File: src/rtl/fpu_op_scheduler.sv
// Two-port round-robin scheduler in front of one shared combinational FP32 ALU.
// Define FPU_SCHED_STATS_EN to add saturating handshake/exception/zeroDiv counters.
module fpu_op_scheduler #(
    parameter int SETTLE = 2,
    parameter int CNT_W  = 16
) (
    input  logic              clk,
    input  logic              reset,
    input  logic [1:0]        req_valid,
    output logic [1:0]        req_ready,
    input  logic [63:0]       req_A,
    input  logic [63:0]       req_B,
    input  logic [3:0]        req_sel,
    output logic [1:0]        rsp_valid,
    input  logic [1:0]        rsp_ready,
    output logic [31:0]       rsp_out,
    output logic              rsp_exception,
    output logic              rsp_zeroDiv,
    output logic [31:0]       alu_A,
    output logic [31:0]       alu_B,
    output logic [1:0]        alu_select,
    output logic              alu_control,
    input  logic [31:0]       alu_out,
    input  logic              alu_exception,
    input  logic              alu_zeroDiv,
`ifdef FPU_SCHED_STATS_EN
    output logic [CNT_W-1:0]  stat_ops0,
    output logic [CNT_W-1:0]  stat_ops1,
    output logic [CNT_W-1:0]  stat_exc,
    output logic [CNT_W-1:0]  stat_zdiv,
    input  logic              stat_clr,
`endif
    output logic              busy
);

    typedef enum logic [1:0] {ST_IDLE, ST_WAIT, ST_RESP} state_t;

    localparam logic [3:0] SETTLE_M1 = 4'(SETTLE - 1);

    state_t      state_q, state_d;
    logic        ptr_q, ptr_d;
    logic        owner_q, owner_d;
    logic [3:0]  cnt_q, cnt_d;
    logic [31:0] alu_a_q, alu_a_d;
    logic [31:0] alu_b_q, alu_b_d;
    logic [1:0]  alu_sel_q, alu_sel_d;
    logic [1:0]  rsp_valid_q, rsp_valid_d;
    logic [31:0] rsp_out_q, rsp_out_d;
    logic        rsp_exc_q, rsp_exc_d;
    logic        rsp_zdiv_q, rsp_zdiv_d;

    logic gnt_any;
    logic gnt_port;
    logic capture;
    logic handshake;

    // Only one valid port wins outright; with both valid the pointer decides.
    always_comb begin
        gnt_any   = (state_q == ST_IDLE) && (req_valid != 2'b00);
        gnt_port  = (req_valid == 2'b11) ? ptr_q : req_valid[1];
        capture   = (state_q == ST_WAIT) && (cnt_q == 4'd0);
        handshake = (state_q == ST_RESP) && rsp_ready[owner_q];
    end

    // NOTE: sequential state uses non-blocking assignments so every flop samples pre-edge values.
    always_ff @(posedge clk or negedge reset) begin
        if (!reset) state_q <= ST_IDLE;
        else        state_q <= state_d;
    end

    // NOTE: every combinational output gets a default first so no path can infer a latch.
    always_comb begin
        state_d = state_q;
        unique case (state_q)
            ST_IDLE: if (gnt_any)   state_d = ST_WAIT;
            ST_WAIT: if (capture)   state_d = ST_RESP;
            ST_RESP: if (handshake) state_d = ST_IDLE;
            default:                state_d = ST_IDLE;
        endcase
    end

    always_comb begin
        req_ready   = 2'b00;
        if (gnt_any) req_ready = gnt_port ? 2'b10 : 2'b01;
        alu_control = (state_q == ST_WAIT);
        busy        = (state_q != ST_IDLE);
    end

    always_comb begin
        ptr_d       = ptr_q;
        owner_d     = owner_q;
        cnt_d       = cnt_q;
        alu_a_d     = alu_a_q;
        alu_b_d     = alu_b_q;
        alu_sel_d   = alu_sel_q;
        rsp_valid_d = rsp_valid_q;
        rsp_out_d   = rsp_out_q;
        rsp_exc_d   = rsp_exc_q;
        rsp_zdiv_d  = rsp_zdiv_q;
        if (gnt_any) begin
            alu_a_d   = gnt_port ? req_A[63:32]  : req_A[31:0];
            alu_b_d   = gnt_port ? req_B[63:32]  : req_B[31:0];
            alu_sel_d = gnt_port ? req_sel[3:2]  : req_sel[1:0];
            owner_d   = gnt_port;
            ptr_d     = ~ptr_q;
            cnt_d     = SETTLE_M1;
        end
        if (state_q == ST_WAIT && !capture) cnt_d = cnt_q - 4'd1;
        if (capture) begin
            rsp_out_d   = alu_out;
            rsp_exc_d   = alu_exception;
            rsp_zdiv_d  = alu_zeroDiv;
            rsp_valid_d = owner_q ? 2'b10 : 2'b01;
        end
        if (handshake) rsp_valid_d = 2'b00;
    end

    always_ff @(posedge clk or negedge reset) begin
        if (!reset) begin
            ptr_q       <= 1'b0;
            owner_q     <= 1'b0;
            cnt_q       <= 4'd0;
            alu_a_q     <= 32'd0;
            alu_b_q     <= 32'd0;
            alu_sel_q   <= 2'd0;
            rsp_valid_q <= 2'b00;
            rsp_out_q   <= 32'd0;
            rsp_exc_q   <= 1'b0;
            rsp_zdiv_q  <= 1'b0;
        end else begin
            ptr_q       <= ptr_d;
            owner_q     <= owner_d;
            cnt_q       <= cnt_d;
            alu_a_q     <= alu_a_d;
            alu_b_q     <= alu_b_d;
            alu_sel_q   <= alu_sel_d;
            rsp_valid_q <= rsp_valid_d;
            rsp_out_q   <= rsp_out_d;
            rsp_exc_q   <= rsp_exc_d;
            rsp_zdiv_q  <= rsp_zdiv_d;
        end
    end

    assign alu_A         = alu_a_q;
    assign alu_B         = alu_b_q;
    assign alu_select    = alu_sel_q;
    assign rsp_valid     = rsp_valid_q;
    assign rsp_out       = rsp_out_q;
    assign rsp_exception = rsp_exc_q;
    assign rsp_zeroDiv   = rsp_zdiv_q;

`ifdef FPU_SCHED_STATS_EN
    logic [CNT_W-1:0] ops0_q, ops0_d;
    logic [CNT_W-1:0] ops1_q, ops1_d;
    logic [CNT_W-1:0] exc_q, exc_d;
    logic [CNT_W-1:0] zdiv_q, zdiv_d;

    function automatic logic [CNT_W-1:0] sat_inc(input logic [CNT_W-1:0] v, input logic inc);
        sat_inc = (inc && (v != {CNT_W{1'b1}})) ? v + 1'b1 : v;
    endfunction

    // Clear wins over a same-cycle increment.
    always_comb begin
        ops0_d = sat_inc(ops0_q, handshake && !owner_q);
        ops1_d = sat_inc(ops1_q, handshake &&  owner_q);
        exc_d  = sat_inc(exc_q,  capture && alu_exception);
        zdiv_d = sat_inc(zdiv_q, capture && alu_zeroDiv);
        if (stat_clr) begin
            ops0_d = '0;
            ops1_d = '0;
            exc_d  = '0;
            zdiv_d = '0;
        end
    end

    always_ff @(posedge clk or negedge reset) begin
        if (!reset) begin
            ops0_q <= '0;
            ops1_q <= '0;
            exc_q  <= '0;
            zdiv_q <= '0;
        end else begin
            ops0_q <= ops0_d;
            ops1_q <= ops1_d;
            exc_q  <= exc_d;
            zdiv_q <= zdiv_d;
        end
    end

    assign stat_ops0 = ops0_q;
    assign stat_ops1 = ops1_q;
    assign stat_exc  = exc_q;
    assign stat_zdiv = zdiv_q;
`endif

endmodule

File: config.mk
export PLATFORM = sky130hd
export DESIGN_NAME = fpu_op_scheduler
export DESIGN_NICKNAME = d
export VERILOG_FILES = /design/src/rtl/fpu_op_scheduler.sv
export SDC_FILE = /design/constraint.sdc
export NUM_CORES = 1
export LEC_CHECK = 0
export CORE_UTILIZATION = 41
export CTS_BUF_LIST = sky130_fd_sc_hd__clkbuf_16
export DETAILED_ROUTE_END_ITERATION = 12
export PLACE_DENSITY = 0.86
export REMOVE_ABC_BUFFERS = 1
export SETUP_SLACK_MARGIN = 0.2
export SYNTH_ARGS = -nofsm -noshare
export SYNTH_HDL_FRONTEND = slang
export SYNTH_SLANG_ARGS = --single-unit
File: constraint.sdc
create_clock -name clk -period 5.22 [get_ports clk]
set_input_delay 1.044 -clock clk [delete_from_list [all_inputs] [get_ports clk]]
set_output_delay 1.044 -clock clk [all_outputs]
set_load 0.02 [all_outputs]
Yosys cells after proc, flatten, opt, wreduce, memory -nomap -nowiden. Index checks and enable logic that the tools add are counted. W data, S select, Z words.

Output and inout bits: 106. Bits in writable memories: 0. Flip-flop bits (word level): 110. Memories kept: 0. Memory bits (read-only): 0. Bits of input ports: 172. Latch bits: 0.

Multiply operators: 0. Bitwise gates (word level): 1. Eq/ne operators: 6. Reductions and logical operators: 12. Add/subtract/negate cells: 1. Magnitude comparators: 1. Muxes and demuxes: 17. Divide/modulo/power cells: 0. Shift operators: 0.

Operators with widths (number): $mux W32 (2); $mux W2 (9); $mux W4 (2); $reduce_bool A2 Y1 (4); $pmux W2 S3 (1); $eq A2 B2 Y1 const B (2); $logic_and A1 B1 Y1 (4); $logic_not A4 Y1 (1); $ne A2 B2 Y1 const B (2); $sub A4 B1 Y4 const B (1); $mux W1 (3); $reduce_and A3 Y1 (1); $eq A2 B1 Y1 const B (1); $logic_not A2 Y1 (1); $lt A1 B2 Y1 const B (1); $ne A2 B1 Y1 const B (1); $logic_not A1 Y1 (1); $not A1 Y1 (1).

Longest topological paths before layout.
Word-level depth: 5. Gate-level depth with buffers: 6. Depth with buffers taken out: 5.

Worst setup path after synthesis. No wires, ideal clock.

Path kind: input port to output port. From: in req_valid[1]. To: out req_ready[0]. Arrival time: 1607 ps. Path slack: 2569 ps. Cell stages on the path: 4. Path buffers: 2. Cell sequence: nand2_1 -> and3_1 -> clkbuf_1 -> buf_2.

Longest elaborated chain between the ends: 4.

Ends and longest elaborated chain: from (decl) (RTL line 9) `input logic [1:0] req_valid,`; $eq A2 B2 Y1 (RTL line 60) `gnt_port = (req_valid == 2'b11) ? ptr_q : req_valid[1];`; $mux W1 (RTL line 60); $mux W2 (RTL line 84) `if (gnt_any) req_ready = gnt_port ? 2'b10 : 2'b01;`; $mux W2 (*) (RTL line 84); to (decl) (RTL line 10) `output logic [1:0] req_ready,`.

Mark *: on every way between the ends. The rest lies on a longest branch, timed or not.

Final worst setup path.
From: reg state_q[1]. To: out busy.

Longest elaborated chain between the ends: 1.

Ends and longest elaborated chain: from (decl) (RTL line 40) `state_t state_q, state_d;`; from (signal assigned) (RTL line 68) `else state_q <= state_d;`; $reduce_bool A2 Y1 (RTL line 86) `busy = (state_q != ST_IDLE);`; to (decl) (RTL line 33) `output logic busy`.

No other way between the ends.

==> impl_summary.log <==
INFO  metric crit_start = state_q[1]
INFO  metric layout_common_cells = clkdlybuf4s50_1, dfrtp_1, a21boi_0, a221o_1, mux2_1
INFO  metric die-area = 12100 µm²
INFO  metric cts-buffers-inserted = 9
INFO  metric unrepaired_setup_endpoints_after_global_routing = no
INFO  metric htreeDepth = 3
INFO  metric synthXorXnorAreaFrac = 0.00184
INFO  metric worst_ep_required_time = 4180 ps
INFO  metric outcome = completed
INFO  metric power.switching = 1760 µW
INFO  metric routed_wirelength = 14.8 mm
INFO  metric drv_cap = 0
INFO  metric average_routed_wire_per_standard_cell = 19.5 µm
INFO  metric numClockSinks = 110
INFO  metric syn-cell-area = 4770 µm²
INFO  metric worst_ir_drop_vdd = 0.000334 V
INFO  metric initial_utilization = 0.419
INFO  metric finalCriticalPeriod = 3560 ps
INFO  metric vias = 4235
INFO  metric layout.filler_cells = 821
INFO  metric final_net_count = 784
INFO  metric avgViaCountPerCell = 5.58
INFO  metric p_per_area = 590 nW/µm²
INFO  metric slew_violations = 0
INFO  metric post_synth_fa_ha_maj_area_fraction = 0.00263
INFO  metric stdcell_area = 7840 µm²
INFO  metric dpl_cell_area = 7570 µm²
INFO  metric post_synth_inst_count = 353
INFO  metric worst-endpoint-arrival = 2510 ps
INFO  metric post-dp-hpwl = 10.4 mm
INFO  metric grt.total_usage = 0.243
INFO  metric area_growth = 64.4%
INFO  metric critical_path.endpoint = busy
INFO  metric vias_in_the_first_global_route = 4440
INFO  metric dr_drc_count = 0
INFO  metric reg2reg_slack = 2880 ps
INFO  metric post-synth-top-area-cell = dfrtp_1
INFO  metric antenna-diode-count = 0
INFO  metric fp.dieH = 110 µm
INFO  metric cts.path.max_buffers = 2
INFO  metric postCtsResizedCells = 0
INFO  metric holdWs = 491 ps
INFO  metric synth.avg_cell_area = 13.5 µm²
INFO  metric rr_endpoint = alu_B[9]
INFO  metric critical_path.slowest_cell = nor2_4
INFO  metric detail-route-antenna-nets = 0
INFO  metric finClkSkew = 11.8 ps
INFO  metric main_combinational_cell_family_by_area_after_synthesis = compound AO/OA/AOI/OAI gates
INFO  metric mostFrequentLayoutCell = clkdlybuf4s50_1
INFO  metric hold_buffer_count_at_cts = 0
INFO  metric multi_input_comb_area = 1820 µm²
INFO  metric cts_tree = built
INFO  metric crit_path_max_incr_delay = 570 ps
INFO  metric synth-seq-cells = 110
INFO  metric criticalPathCategory = flip-flop to primary output
INFO  metric cts.reportedPaths.clkPinSlew = 70 ps
INFO  metric cp_top_family = buffers and inverters
INFO  metric synth_top_cells_by_area = dfrtp_1, a221o_1, a21boi_0
INFO  metric netSwitchingFraction = 0.381
INFO  metric post_route_cells_drive_above_1_share = 0.0422
INFO  metric placement_rows = 39
INFO  metric worst_setup_path_start_kind = flip-flop
INFO  metric grt_start_max_net_pins = 77
INFO  metric yosysSeqAreaShare = 0.578
INFO  metric finalWeightedCongestion = 0.745
INFO  metric boundaryPins = 278
INFO  metric post-route-period-util = 0.681
INFO  metric ys.warnings.count = 0
INFO  metric critical_path.n_buffers_inverters = 3
INFO  metric r2r_start = state_q[1]
INFO  metric synth-main-ff-cell = dfrtp_1
INFO  metric synth_top_cell_area_share = 0.578
INFO  metric grt_overflow = 0
INFO  metric die-width = 110 µm
INFO  metric pwr-share-clk = 0.134
INFO  metric reg2reg_depth = 4
INFO  metric synth_async_sr_flop_share = 1.00
INFO  metric internal-power = 2860 µW
INFO  metric drt_iter0_markers = 175
INFO  metric coreArea = 11400 µm²
INFO  metric worstSetupEndpointType = primary output
INFO  metric number_of_flops_mapped_to_enable_cells_by_yosys = 0
INFO  metric post-cts-setup-buffer-count = 0
INFO  metric post_synth_and_or_nand_nor_area_fraction = 0.0323
INFO  metric min_path_type = flip-flop to flip-flop
INFO  metric yosys-mux-area-fraction = 0.0824
INFO  metric worstSetupPathDepth = 4
INFO  metric report.final.hold_viol_count = 0
INFO  metric combPwrFrac = 0.539
INFO  metric fin_setup_tns = 0 ps
INFO  metric design_power_total = 4620 µW
INFO  metric root_buffer = clkbuf_16
INFO  metric antenna_found_initial = 0
INFO  metric share_seq_of_total_power = 0.327
INFO  metric final_number_of_setup_violating_endpoints = 0
INFO  metric clock_latency = 340 ps
INFO  metric seqCellArea = 2750 µm²
INFO  metric unique_cell_type_count_in_the_yosys_netlist = 37
INFO  metric worstMarginPinSlew = 1180 ps
INFO  metric port-buffer-count = 277
INFO  metric drt_pass1_iterations = 4
INFO  metric max_clock_freq = 281 MHz
INFO  metric compound_cell_area_share_of_the_yosys_netlist = 0.261
INFO  metric worst-path-max-fanout = 39
INFO  metric grt_first_pass_wirelength = 22.2 mm
INFO  metric power_leakage = 0.00319 µW
INFO  metric timing.max_slew.rel_slack = 0.214
INFO  metric timing.critical_path.cells = nor2_4, buf_4, inv_2, clkdlybuf4s50_1
[metrics by stage]
step | instances | worst slack (ps) | utilization
after floorplan | 319 | 1190 | -
after global placement | 743 | 1720 | 0.666
after detailed placement | 743 | 1680 | 0.666
after CTS | 759 | 1660 | 0.689
after global routing | 759 | 1550 | 0.689
final | 759 | 1660 | 0.689
[flip-flops by register name, summed over array words and instances (netlist names)]
register	count
alu_A	32
alu_B	32
rsp_out	32
cnt_q	4
alu_select	2
rsp_valid	2
state_q	2
owner_q	1
ptr_q	1
rsp_exception	1
rsp_zeroDiv	1
[per-layer routing]
metal | wire, µm | global-route usage | vias up
met5 | 0 | 0 | -
met4 | 456 | 0.112 | 0
met3 | 1290 | 0.0616 | 30
met2 | 7240 | 0.417 | 208
met1 | 5800 | 0.285 | 2097
li1 | - | - | 1900
[kinds of logic after synthesis]
| kind of cell | Yosys count |
|---|---|
| flops | 110 |
| buf+inv | 38 |
| compound gates | 145 |
| simple gates | 23 |
| xor+xnor | 1 |
| mux | 35 |
| fa+ha+maj | 1 |
[how the worst min path moves through the flow]
stage | startpoint | end | depth (start not counted)
floorplan | ptr_q | ptr_q | 1
global placement | rsp_out[28] | rsp_out[28] | 1
detailed placement | rsp_out[20] | rsp_out[20] | 1
global route | rsp_out[20] | rsp_out[20] | 1
CTS | rsp_out[20] | rsp_out[20] | 1
finish | rsp_out[20] | rsp_out[20] | 1
[worst register-to-register path: stages, from the launching register on]
cell and delay [ps]:
dfrtp_1 440, nor2_4 570, and3_2 340, buf_4 610
a221o_1 320
[power by group through the flow]
stage               Clock (µW)  Combinational, µW  Sequential [µW]
global route               669               2660             1560
detailed placement           0               2500             1510
global placement             0               2430             1500
floorplan                    0                814             1960
CTS                        636               2510             1510
finish                     620               2490             1510
[cell type report]
cell class	count	area share
Clock buffer	9	0.0287
Multi-Input combinational cell	205	0.233
Timing Repair Buffer	281	0.357
Clock inverter	7	0.00527
Sequential cell	110	0.351
Inverter	4	0.00192
Tap cell	143	0.0228
[cells in the mapped netlist, drive strengths merged, types with 2 or more instances]
master	number
a21boi	66
a21oi	2
a221o	66
and3	3
buf	20
clkbuf	14
dfrtp	110
inv	4
mux2	34
nand2	4
nand2b	3
nand3	2
nor2	2
nor3b	2
o21ai	3
o221ai	2
or3	2
Note: power is estimated with default switching activity, not from simulation.
